==> src/rtl/mem_wb_reg_pkg.sv <==
// Shared widths and encodings for the MEM/WB pipeline register and the
// writeback stage that consumes its outputs.
package mem_wb_reg_pkg;

    localparam int unsigned XLEN   = 32;
    localparam int unsigned REG_AW = 5;
    localparam int unsigned SEL_W  = 3;

    // Writeback source select carried in sel_MemToReg
    typedef enum logic [SEL_W-1:0] {
        SEL_ALU    = 3'b000,
        SEL_MEM    = 3'b001,
        SEL_PC4    = 3'b010,
        SEL_IMM    = 3'b011,
        SEL_BRANCH = 3'b100
    } mem_to_reg_e;

    // RV32I load funct3 values; WB uses them for size and sign handling
    typedef enum logic [SEL_W-1:0] {
        F3_LB  = 3'b000,
        F3_LH  = 3'b001,
        F3_LW  = 3'b010,
        F3_LBU = 3'b100,
        F3_LHU = 3'b101
    } load_funct_e;

    // Unsigned loads zero-extend; all other load encodings sign-extend.
    function automatic logic load_is_unsigned(input logic [SEL_W-1:0] funct);
        return funct[2];
    endfunction

endpackage

==> src/rtl/mem_wb_reg_pipe_field_reg.sv <==
// One pipeline field: WIDTH-bit D-register with asynchronous active-low
// clear to zero.
module pipe_field_reg #(
    parameter int unsigned WIDTH = 1
) (
    input  logic             clk,
    input  logic             reset_n,
    input  logic [WIDTH-1:0] d,
    output logic [WIDTH-1:0] q
);

    always_ff @(posedge clk or negedge reset_n) begin
        if (!reset_n) begin
            q <= '0;
        end else begin
            q <= d;
        end
    end

endmodule

==> src/rtl/mem_wb_reg.sv <==
// MEM/WB pipeline register: every memory-stage result and writeback control
// field is captured unconditionally on each rising edge, cleared by reset.
module mem_wb_reg
    import mem_wb_reg_pkg::*;
#(
    parameter int unsigned XLEN   = mem_wb_reg_pkg::XLEN,
    parameter int unsigned REG_AW = mem_wb_reg_pkg::REG_AW,
    parameter int unsigned SEL_W  = mem_wb_reg_pkg::SEL_W
) (
    input  logic              clk,
    input  logic              reset_n,
    input  logic [XLEN-1:0]   MEM_PCplus4,
    input  logic [XLEN-1:0]   MEM_BranchAddr,
    input  logic [XLEN-1:0]   MEM_immediate,
    input  logic              MEM_cntl_RegWrite,
    input  logic [SEL_W-1:0]  MEM_sel_MemToReg,
    input  logic [SEL_W-1:0]  MEM_funct,
    input  logic [XLEN-1:0]   MEM_ReadMemData,
    input  logic [XLEN-1:0]   MEM_ALUResult,
    input  logic [REG_AW-1:0] MEM_WriteRegNum,
    output logic [XLEN-1:0]   WB_PCplus4,
    output logic [XLEN-1:0]   WB_BranchAddr,
    output logic [XLEN-1:0]   WB_immediate,
    output logic              WB_cntl_RegWrite,
    output logic [SEL_W-1:0]  WB_sel_MemToReg,
    output logic [SEL_W-1:0]  WB_funct,
    output logic [XLEN-1:0]   WB_ReadMemData,
    output logic [XLEN-1:0]   WB_ALUResult,
    output logic [REG_AW-1:0] WB_WriteRegNum
);

    pipe_field_reg #(.WIDTH(XLEN)) u_pcplus4 (
        .clk     (clk),
        .reset_n (reset_n),
        .d       (MEM_PCplus4),
        .q       (WB_PCplus4)
    );

    pipe_field_reg #(.WIDTH(XLEN)) u_branch_addr (
        .clk     (clk),
        .reset_n (reset_n),
        .d       (MEM_BranchAddr),
        .q       (WB_BranchAddr)
    );

    pipe_field_reg #(.WIDTH(XLEN)) u_immediate (
        .clk     (clk),
        .reset_n (reset_n),
        .d       (MEM_immediate),
        .q       (WB_immediate)
    );

    // Clearing RegWrite on reset keeps the register file untouched until the
    // first real instruction reaches writeback.
    pipe_field_reg #(.WIDTH(1)) u_reg_write (
        .clk     (clk),
        .reset_n (reset_n),
        .d       (MEM_cntl_RegWrite),
        .q       (WB_cntl_RegWrite)
    );

    pipe_field_reg #(.WIDTH(SEL_W)) u_mem_to_reg (
        .clk     (clk),
        .reset_n (reset_n),
        .d       (MEM_sel_MemToReg),
        .q       (WB_sel_MemToReg)
    );

    pipe_field_reg #(.WIDTH(SEL_W)) u_funct (
        .clk     (clk),
        .reset_n (reset_n),
        .d       (MEM_funct),
        .q       (WB_funct)
    );

    pipe_field_reg #(.WIDTH(XLEN)) u_read_mem_data (
        .clk     (clk),
        .reset_n (reset_n),
        .d       (MEM_ReadMemData),
        .q       (WB_ReadMemData)
    );

    pipe_field_reg #(.WIDTH(XLEN)) u_alu_result (
        .clk     (clk),
        .reset_n (reset_n),
        .d       (MEM_ALUResult),
        .q       (WB_ALUResult)
    );

    pipe_field_reg #(.WIDTH(REG_AW)) u_write_reg_num (
        .clk     (clk),
        .reset_n (reset_n),
        .d       (MEM_WriteRegNum),
        .q       (WB_WriteRegNum)
    );

endmodule

==> config.mk <==
export PLATFORM = sky130hd
export DESIGN_NAME = mem_wb_reg
export DESIGN_NICKNAME = d
export VERILOG_FILES = /design/src/rtl/mem_wb_reg_pkg.sv /design/src/rtl/mem_wb_reg_pipe_field_reg.sv /design/src/rtl/mem_wb_reg.sv
export SDC_FILE = /design/constraint.sdc
export NUM_CORES = 1
export LEC_CHECK = 0
export CORE_AREA = 3 3 132 134
export DETAILED_ROUTE_END_ITERATION = 7
export DIE_AREA = 0 0 135 137
export PLACE_DENSITY_LB_ADDON = 0.15
export SLEW_MARGIN = 20
export SYNTH_ARGS = -nofsm -noshare
export SYNTH_HDL_FRONTEND = slang
export SYNTH_SLANG_ARGS = --single-unit
==> constraint.sdc <==
create_clock -name clk -period 0.8 [get_ports clk]
set_input_delay 0.2 -clock clk [delete_from_list [all_inputs] [get_ports clk]]
set_output_delay 0.2 -clock clk [all_outputs]
set_load 0.1 [all_outputs]
Word level (Yosys, flattened, before mapping)
Index checks and enable logic that the tools add are counted.
{"block": "classes", "n_addsub": 0, "n_mul": 0, "div_mod_pow": 0, "n_lt_le_gt_ge": 0, "n_eq_ne": 0, "shift": 0, "n_mux": 0, "bitwise_logic": 0, "reduce_logical": 0}
{"block": "word_totals", "register_bits": 172, "latch_bits": 0, "mem_bits_rw": 0, "mem_bits_ro": 0, "in_bits": 174, "wordCells": 9, "memories": 0}

Depth between registers and ports, before layout
Gate-level depths: netlist of the first run.
{"block": "logic_depth", "ltp_word": 0, "mapped_depth": 0, "depth_no_buf": 0}

Cells and area by module
A second synthesis of the first run with hierarchy kept.
{"block": "unflattened", "hier_cells": 172, "hier_area_um2": 4304.1}
{"mod": "pipe_field_reg (u_alu_result ...)", "n_inst": 5, "cells_per_inst": 32, "area_per_inst_um2": 800.8}
{"mod": "pipe_field_reg (u_funct ...)", "n_inst": 2, "cells_per_inst": 3, "area_per_inst_um2": 75.1}
{"mod": "pipe_field_reg (u_write_reg_num)", "n_inst": 1, "cells_per_inst": 5, "area_per_inst_um2": 125.1}
{"mod": "pipe_field_reg (u_reg_write)", "n_inst": 1, "cells_per_inst": 1, "area_per_inst_um2": 25.0}

Worst setup path after synthesis of the first run
OpenSTA, ideal clock, no wires.
{"block": "synth_path", "path_kind": "register to output", "from": "register u_alu_result.q[0]", "to": "output WB_ALUResult[0]", "t_arrival_ns": 0.883, "required_time_ns": 0.600, "path_slack_ns": -0.283, "stages_incl_launch_ff": 1, "path_cell_list": "dfrtp_1"}
{"element": "start, declared", "line_no": "mem_wb_reg_pipe_field_reg.sv:9", "source": "output logic [WIDTH-1:0] q"}
{"element": "start signal, assigned", "line_no": "mem_wb_reg_pipe_field_reg.sv:14", "source": "q <= '0;"}
{"element": "start signal, assigned", "line_no": "mem_wb_reg_pipe_field_reg.sv:16", "source": "q <= d;"}
{"element": "end, declared", "line_no": "mem_wb_reg.sv:28", "source": "output logic [XLEN-1:0] WB_ALUResult,"}
No word-level cell between the ends.

Worst setup path after layout of the first run
{"block": "layout_path", "from": "register u_read_mem_data.q[2]", "to": "output WB_ReadMemData[2]"}
{"element": "start, declared", "line_no": "mem_wb_reg_pipe_field_reg.sv:9"}
{"element": "start signal, assigned", "line_no": "mem_wb_reg_pipe_field_reg.sv:14"}
{"element": "start signal, assigned", "line_no": "mem_wb_reg_pipe_field_reg.sv:16"}
{"element": "end, declared", "line_no": "mem_wb_reg.sv:27", "source": "output logic [XLEN-1:0] WB_ReadMemData,"}
No word-level cell between the ends.

==> flow_summary.yaml, run 1 <==
synthesis:
  synth_top_area_cell: "dfrtp_1"
  synthTopCellsByCount: "dfrtp_1"
  synth_edf_count: 0
  synthesis.nets: 346
  yosys_register_bits: 172
  synthTopCellsByArea: "dfrtp_1"
  synth_flop_cell: "dfrtp_1"
  synth_top_cell_area_share_pct: 100.0
  syn_inst: 172
  synth_area_sq_mm: 0.004304
  seq_area_frac_synth_pct: 100.0
  synthArstFlopShare_pct: 100.0
  synthMostInstantiatedCell: "dfrtp_1"
  yosysWarningCount: 0
  synth.avg_cell_area_sq_um: 25.02
  ys_types: 1
pwr:
  fin_total_pwr_w: 0.02465
  intPower_w: 0.01700
  switching_share_pct: 31.02
  power.switching_w: 0.007646
  p_seq_share_pct: 39.8
  powerDensity_mw_per_mm2: 2221
  p_comb_share_pct: 25.9
  p_leak_nw: 4.477
  vdd_drop_max_uv: 1507
  clockPowerShare_pct: 34.3
final_layout:
  seqCellArea_sq_mm: 0.004947
  area.growth.synth_to_final_pct: 157.8
  multi_input_cells: 0
  antenna_cells: 0
  multiInputGateArea_sq_um: 0
  layout-drive-gt1-share_pct: 68.72
  final_net_count: 715
  utilization_pct: 67.64
  fillers: 1024
critical_path:
  worst-setup-path-type: "reg2out"
  critical-path-top-delay-family: "flip-flops"
  cp.required_ps: 600
  crit_start: "u_read_mem_data.q[2]"
  worstPathArrival_ps: 1080
  crit_path_end: "WB_ReadMemData[2]"
  cp_max_fo: 1
  cp_num_buf_inv: 1
  cp.depth: 1
  worstSetupEndpointType: "output pin"
  cp_slowest_stage_delay_ps: 490
  crit_chain: "buf_12"
  critPathSlowestCell: "dfrtp_4"
  worst_setup_path_start_kind: "flip-flop"
place:
  hpwl_um: 13030
  portBuffers: 345
  pre_cts_ws_ps: -47.16
  globalplace.congestion: 0.7457
die:
  fp.dieH_um: 137
  initial_core_util_pct: 26.23
  rows: 47
  dieArea_sq_mm: 0.01850
  ios: 346
  core_sq_mm: 0.01641
  die_w_um: 135
detailed_routing:
  post-route-drc-count: 0
  via_per_inst: 3.869
  dr.first_iter.drc_count: 62
  routed_wirelength_um: 15750
  wire_per_inst_um: 20.38
  num_vias: 2991
  ant_nets: 0
  drtPass1Iterations: 3
global_route:
  grt_overflow: 0
  grt_pass1_wl_um: 22740
  antenna_found_initial: 0
  track_usage_pct: 16.96
  grt_pass1_vias: 3586
  grt_start_max_net_pins: 67
timing:
  setup_viol: 172
  fin_crit_sh_pct: 160.6
  final_hold_viol_count: 0
  rsz0062_at_grt: "yes"
  relSlewSlack_pct: 78.34
  tightest_slew_ps: 324.9
  layout_setup_ws_ps: -484.6
  min_period_ps: 1285
  slew_viol_final: 0
  timing.fmax_mhz: 778.4
cts:
  cts_setup_buffers: 0
  numCtsBuffers: 17
  clkSinkCount: 172
  cts_root_buffer: "clkbuf_16"
  cts_buffer_depth: 2
  path_clk_slew_ps: 60
  ctsHtreeMaxLevel: 4
  cts_tree: "built"
outcome:
  outcome: "finished, violations left"
  violations: "setup timing"
hold_path:
  hp-class: "in2async"
job:
  maxCapViolations: 0
## timing repair
| action | 4_1_cts | 5_1_grt |
|---|---|---|
| hold endpoints to repair | 172 | 0 |
| pin swaps | 0 | 0 |
| setup endpoints to repair | 172 | 227 |
| resized for setup | 0 | 1 |
| hold buffers | 1 | 0 |
## how the worst min path moves through the flow
stage                        from                  to  slack (ps)
after floorplan           reset_n   u_alu_result.q[0]        -100
after global placement    reset_n  u_alu_result.q[14]          -3
after detailed placement  reset_n  u_alu_result.q[14]        -0.5
after CTS                 reset_n  u_alu_result.q[14]         180
after global routing      reset_n  u_alu_result.q[14]         190
final                     reset_n  u_alu_result.q[14]         190
## logic make-up after synthesis
family | count (synthesis) | synth area share, %
flip-flops | 172 | 100.0
## routing by layer
layer,up-vias,global-route usage (%),wire length [um]
met2,227,29.77,8599
met3,22,9.596,2107
met1,1472,16.62,4754
met5,-,0,0
li1,1270,-,-
met4,0,6.607,289
## cell type report
cell class | count | area share, %
Tap cell | 220 | 2.480
Clock inverter | 12 | 1.454
Clock buffer | 19 | 4.081
Sequential cell | 172 | 44.58
Timing Repair Buffer | 350 | 47.41
## power by group through the flow
stage	Sequential [W]	Combinational [W]	Clock, W
after floorplan	0.0131	0	0
after global placement	0.00997	0.00640	0
after detailed placement	0.0100	0.00644	0
after CTS	0.00981	0.00646	0.00868
after global routing	0.00984	0.00654	0.00903
final	0.00980	0.00639	0.00845
## stage by stage
stage	TNS [ps]	cells	hold WS, ps	area [sq um]
global placement	-5114	741	-2.699	10470
global route	-86500	773	187.3	11100
floorplan	-45.65	172	-95.59	4947
detailed placement	-5631	741	-0.4814	10470
finish	-80640	773	188.1	11100
CTS	-85600	773	175.9	11090
## layout by cell type, fill, tap and decap left out, types with 2 or more instances in the layout
| cell | n |
|---|---|
| clkdlybuf4s50_1 | 172 |
| clkinvlp_4 | 3 |
| clkbuf_8 | 2 |
| dfrtp_4 | 171 |
| clkbuf_16 | 17 |
| clkinv_4 | 2 |
| bufinv_16 | 3 |
| inv_6 | 3 |
| buf_12 | 174 |
## state kept, by name, summed over array words and instances (netlist names)
| signal | cells |
|---|---|
| u_immediate.q | 32 |
| u_alu_result.q | 32 |
| u_write_reg_num.q | 5 |
| u_reg_write.q | 1 |
| u_funct.q | 3 |
| u_branch_addr.q | 32 |
| u_read_mem_data.q | 32 |
| u_pcplus4.q | 32 |
| u_mem_to_reg.q | 3 |
No activity file was read; power rests on OpenSTA's default activity.
==> run 2: changes to the inputs <==
--- a/config.mk
+++ b/config.mk
@@ -5,9 +5,11 @@
 export SDC_FILE = /design/constraint.sdc
 export NUM_CORES = 1
 export LEC_CHECK = 0
-export CORE_AREA = 3 3 132 134
+export CELL_PAD_IN_SITES_DETAIL_PLACEMENT = 0
+export CELL_PAD_IN_SITES_GLOBAL_PLACEMENT = 2
+export CORE_MARGIN = 3
+export CORE_UTILIZATION = 20
 export DETAILED_ROUTE_END_ITERATION = 7
-export DIE_AREA = 0 0 135 137
 export PLACE_DENSITY_LB_ADDON = 0.15
 export SLEW_MARGIN = 20
 export SYNTH_ARGS = -nofsm -noshare
==> flow_summary.yaml, run 2 (synthesis gave the netlist of run 1 again) <==
die:
  ios: 346
  core_sq_mm: 0.02109
  initial_core_util_pct: 20.41
  dieArea_sq_mm: 0.02332
  rows: 53
  die_w_um: 152.7
  fp.dieH_um: 152.7
job:
  maxCapViolations: 0
timing:
  slew_viol_final: 0
  min_period_ps: 1287
  setup_viol: 172
  layout_setup_ws_ps: -486.9
  timing.fmax_mhz: 777.1
  final_hold_viol_count: 0
  tightest_slew_ps: 240.0
  fin_crit_sh_pct: 160.9
  relSlewSlack_pct: 84.00
  rsz0062_at_grt: "yes"
critical_path:
  crit_path_end: "WB_BranchAddr[9]"
  critPathSlowestCell: "dfrtp_4"
  worstPathArrival_ps: 1090
  crit_chain: "buf_12"
  cp.required_ps: 600
  cp_max_fo: 1
  critical-path-top-delay-family: "flip-flops"
  worst-setup-path-type: "reg2out"
  cp.depth: 1
  cp_num_buf_inv: 1
  worstSetupEndpointType: "output pin"
  cp_slowest_stage_delay_ps: 490
  worst_setup_path_start_kind: "flip-flop"
  crit_start: "u_branch_addr.q[9]"
final_layout:
  mostFrequentLayoutCells: "buf_12, clkdlybuf4s50_1, dfrtp_4"
  multiInputGateArea_sq_um: 0
  final_cells: 835
  multi_input_cells: 0
  final_net_count: 721
  final_common_cell: "buf_12"
  layout-drive-gt1-share_pct: 68.93
  antenna_cells: 0
  area.growth.synth_to_final_pct: 159.5
detailed_routing:
  dr.first_iter.drc_count: 84
  routed_wirelength_um: 15390
  drtPass1Iterations: 4
  post-route-drc-count: 0
  wire_per_inst_um: 18.44
  via_per_inst: 3.534
  ant_nets: 0
  num_vias: 2951
cts:
  cts_buffer_depth: 2
  cts_root_buffer: "clkbuf_16"
  ctsHtreeMaxLevel: 4
  path_clk_slew_ps: 70
  numCtsBuffers: 17
  cts_setup_buffers: 0
  cts_tree: "built"
  clkSinkCount: 172
  cts_resized: 0
place:
  hpwl_um: 12600
  dpl.cell_count: 802
  globalplace.congestion: 0.7411
  pre_cts_ws_ps: -41.36
  portBuffers: 345
global_route:
  grt_pass1_vias: 3416
  grt_pass1_wl_um: 23270
  track_usage_pct: 13.69
  grt_overflow: 0
  antenna_found_initial: 1
  grt_start_max_net_pins: 41
pwr:
  p_leak_nw: 4.490
  vdd_drop_max_uv: 1224
  fin_total_pwr_w: 0.02438
  powerDensity_mw_per_mm2: 2182
hold_path:
  hp-class: "in2async"
outcome:
  outcome: "finished, violations left"
  violations: "setup timing"
[run 2: changes by cell type in the layout (fill, tap and decap cells not counted), moves of 2 or more]
cell	delta
inv_6	+4
bufinv_16	-2
inv_8	+2
clkbuf_8	-2
buf_4	+6
clkinv_4	-2
[run 2: how the worst min path moves through the flow]
stage / slack, ps / from / end / depth (start not counted)
final: 200 / reset_n / u_alu_result.q[11] / 2
after global routing: 170 / MEM_immediate[26] / u_immediate.q[26] / 1
after CTS: 170 / reset_n / u_alu_result.q[11] / 2
after detailed placement: 70 / reset_n / u_alu_result.q[11] / 1
after global placement: 70 / reset_n / u_immediate.q[17] / 1
after floorplan: -100 / reset_n / u_alu_result.q[0] / 0
[run 2: per-stage QoR]
| step | setup TNS, ps | instance area, sq um | utilization, % | hold slack (ps) |
|---|---|---|---|---|
| finish | -81720 | 11170 | 52.97 | 196.6 |
| global route | -89420 | 11170 | 52.97 | 169.7 |
| CTS | -87530 | 11170 | 52.97 | 171.1 |
| detailed placement | -5488 | 10580 | 50.17 | 67.83 |
| global placement | -5111 | 10580 | 50.17 | 68.77 |
| floorplan | -45.65 | 4947 | - | -95.59 |
[run 2: routing by layer]
metal	vias up	GRT usage [%]	wire, um
li1	1283	-	-
met1	1455	14.93	5349
met2	197	23.94	8363
met3	14	6.759	1526
met4	2	3.309	140
met5	-	0	13
[run 2: layout make-up]
type	count	area (sq um)
fillers	1673	9918
clock inverters	14	150.1
flip-flops and latches	172	4947
repair buffers	356	5299
well taps	275	344.1
clock buffers	18	429.2
[run 2: repair_timing]
item	CTS	global route
endpoints found under the hold margin	172	0
hold buffers	1	0
setup endpoints to repair	172	172
[run 2: power by group]
group          leakage, nW  internal (W)  total (W)  switching, W
Clock                0.280       0.00442    0.00820       0.00377
Combinational         2.36       0.00250    0.00640       0.00390
Sequential            1.85       0.00941    0.00978      0.000371
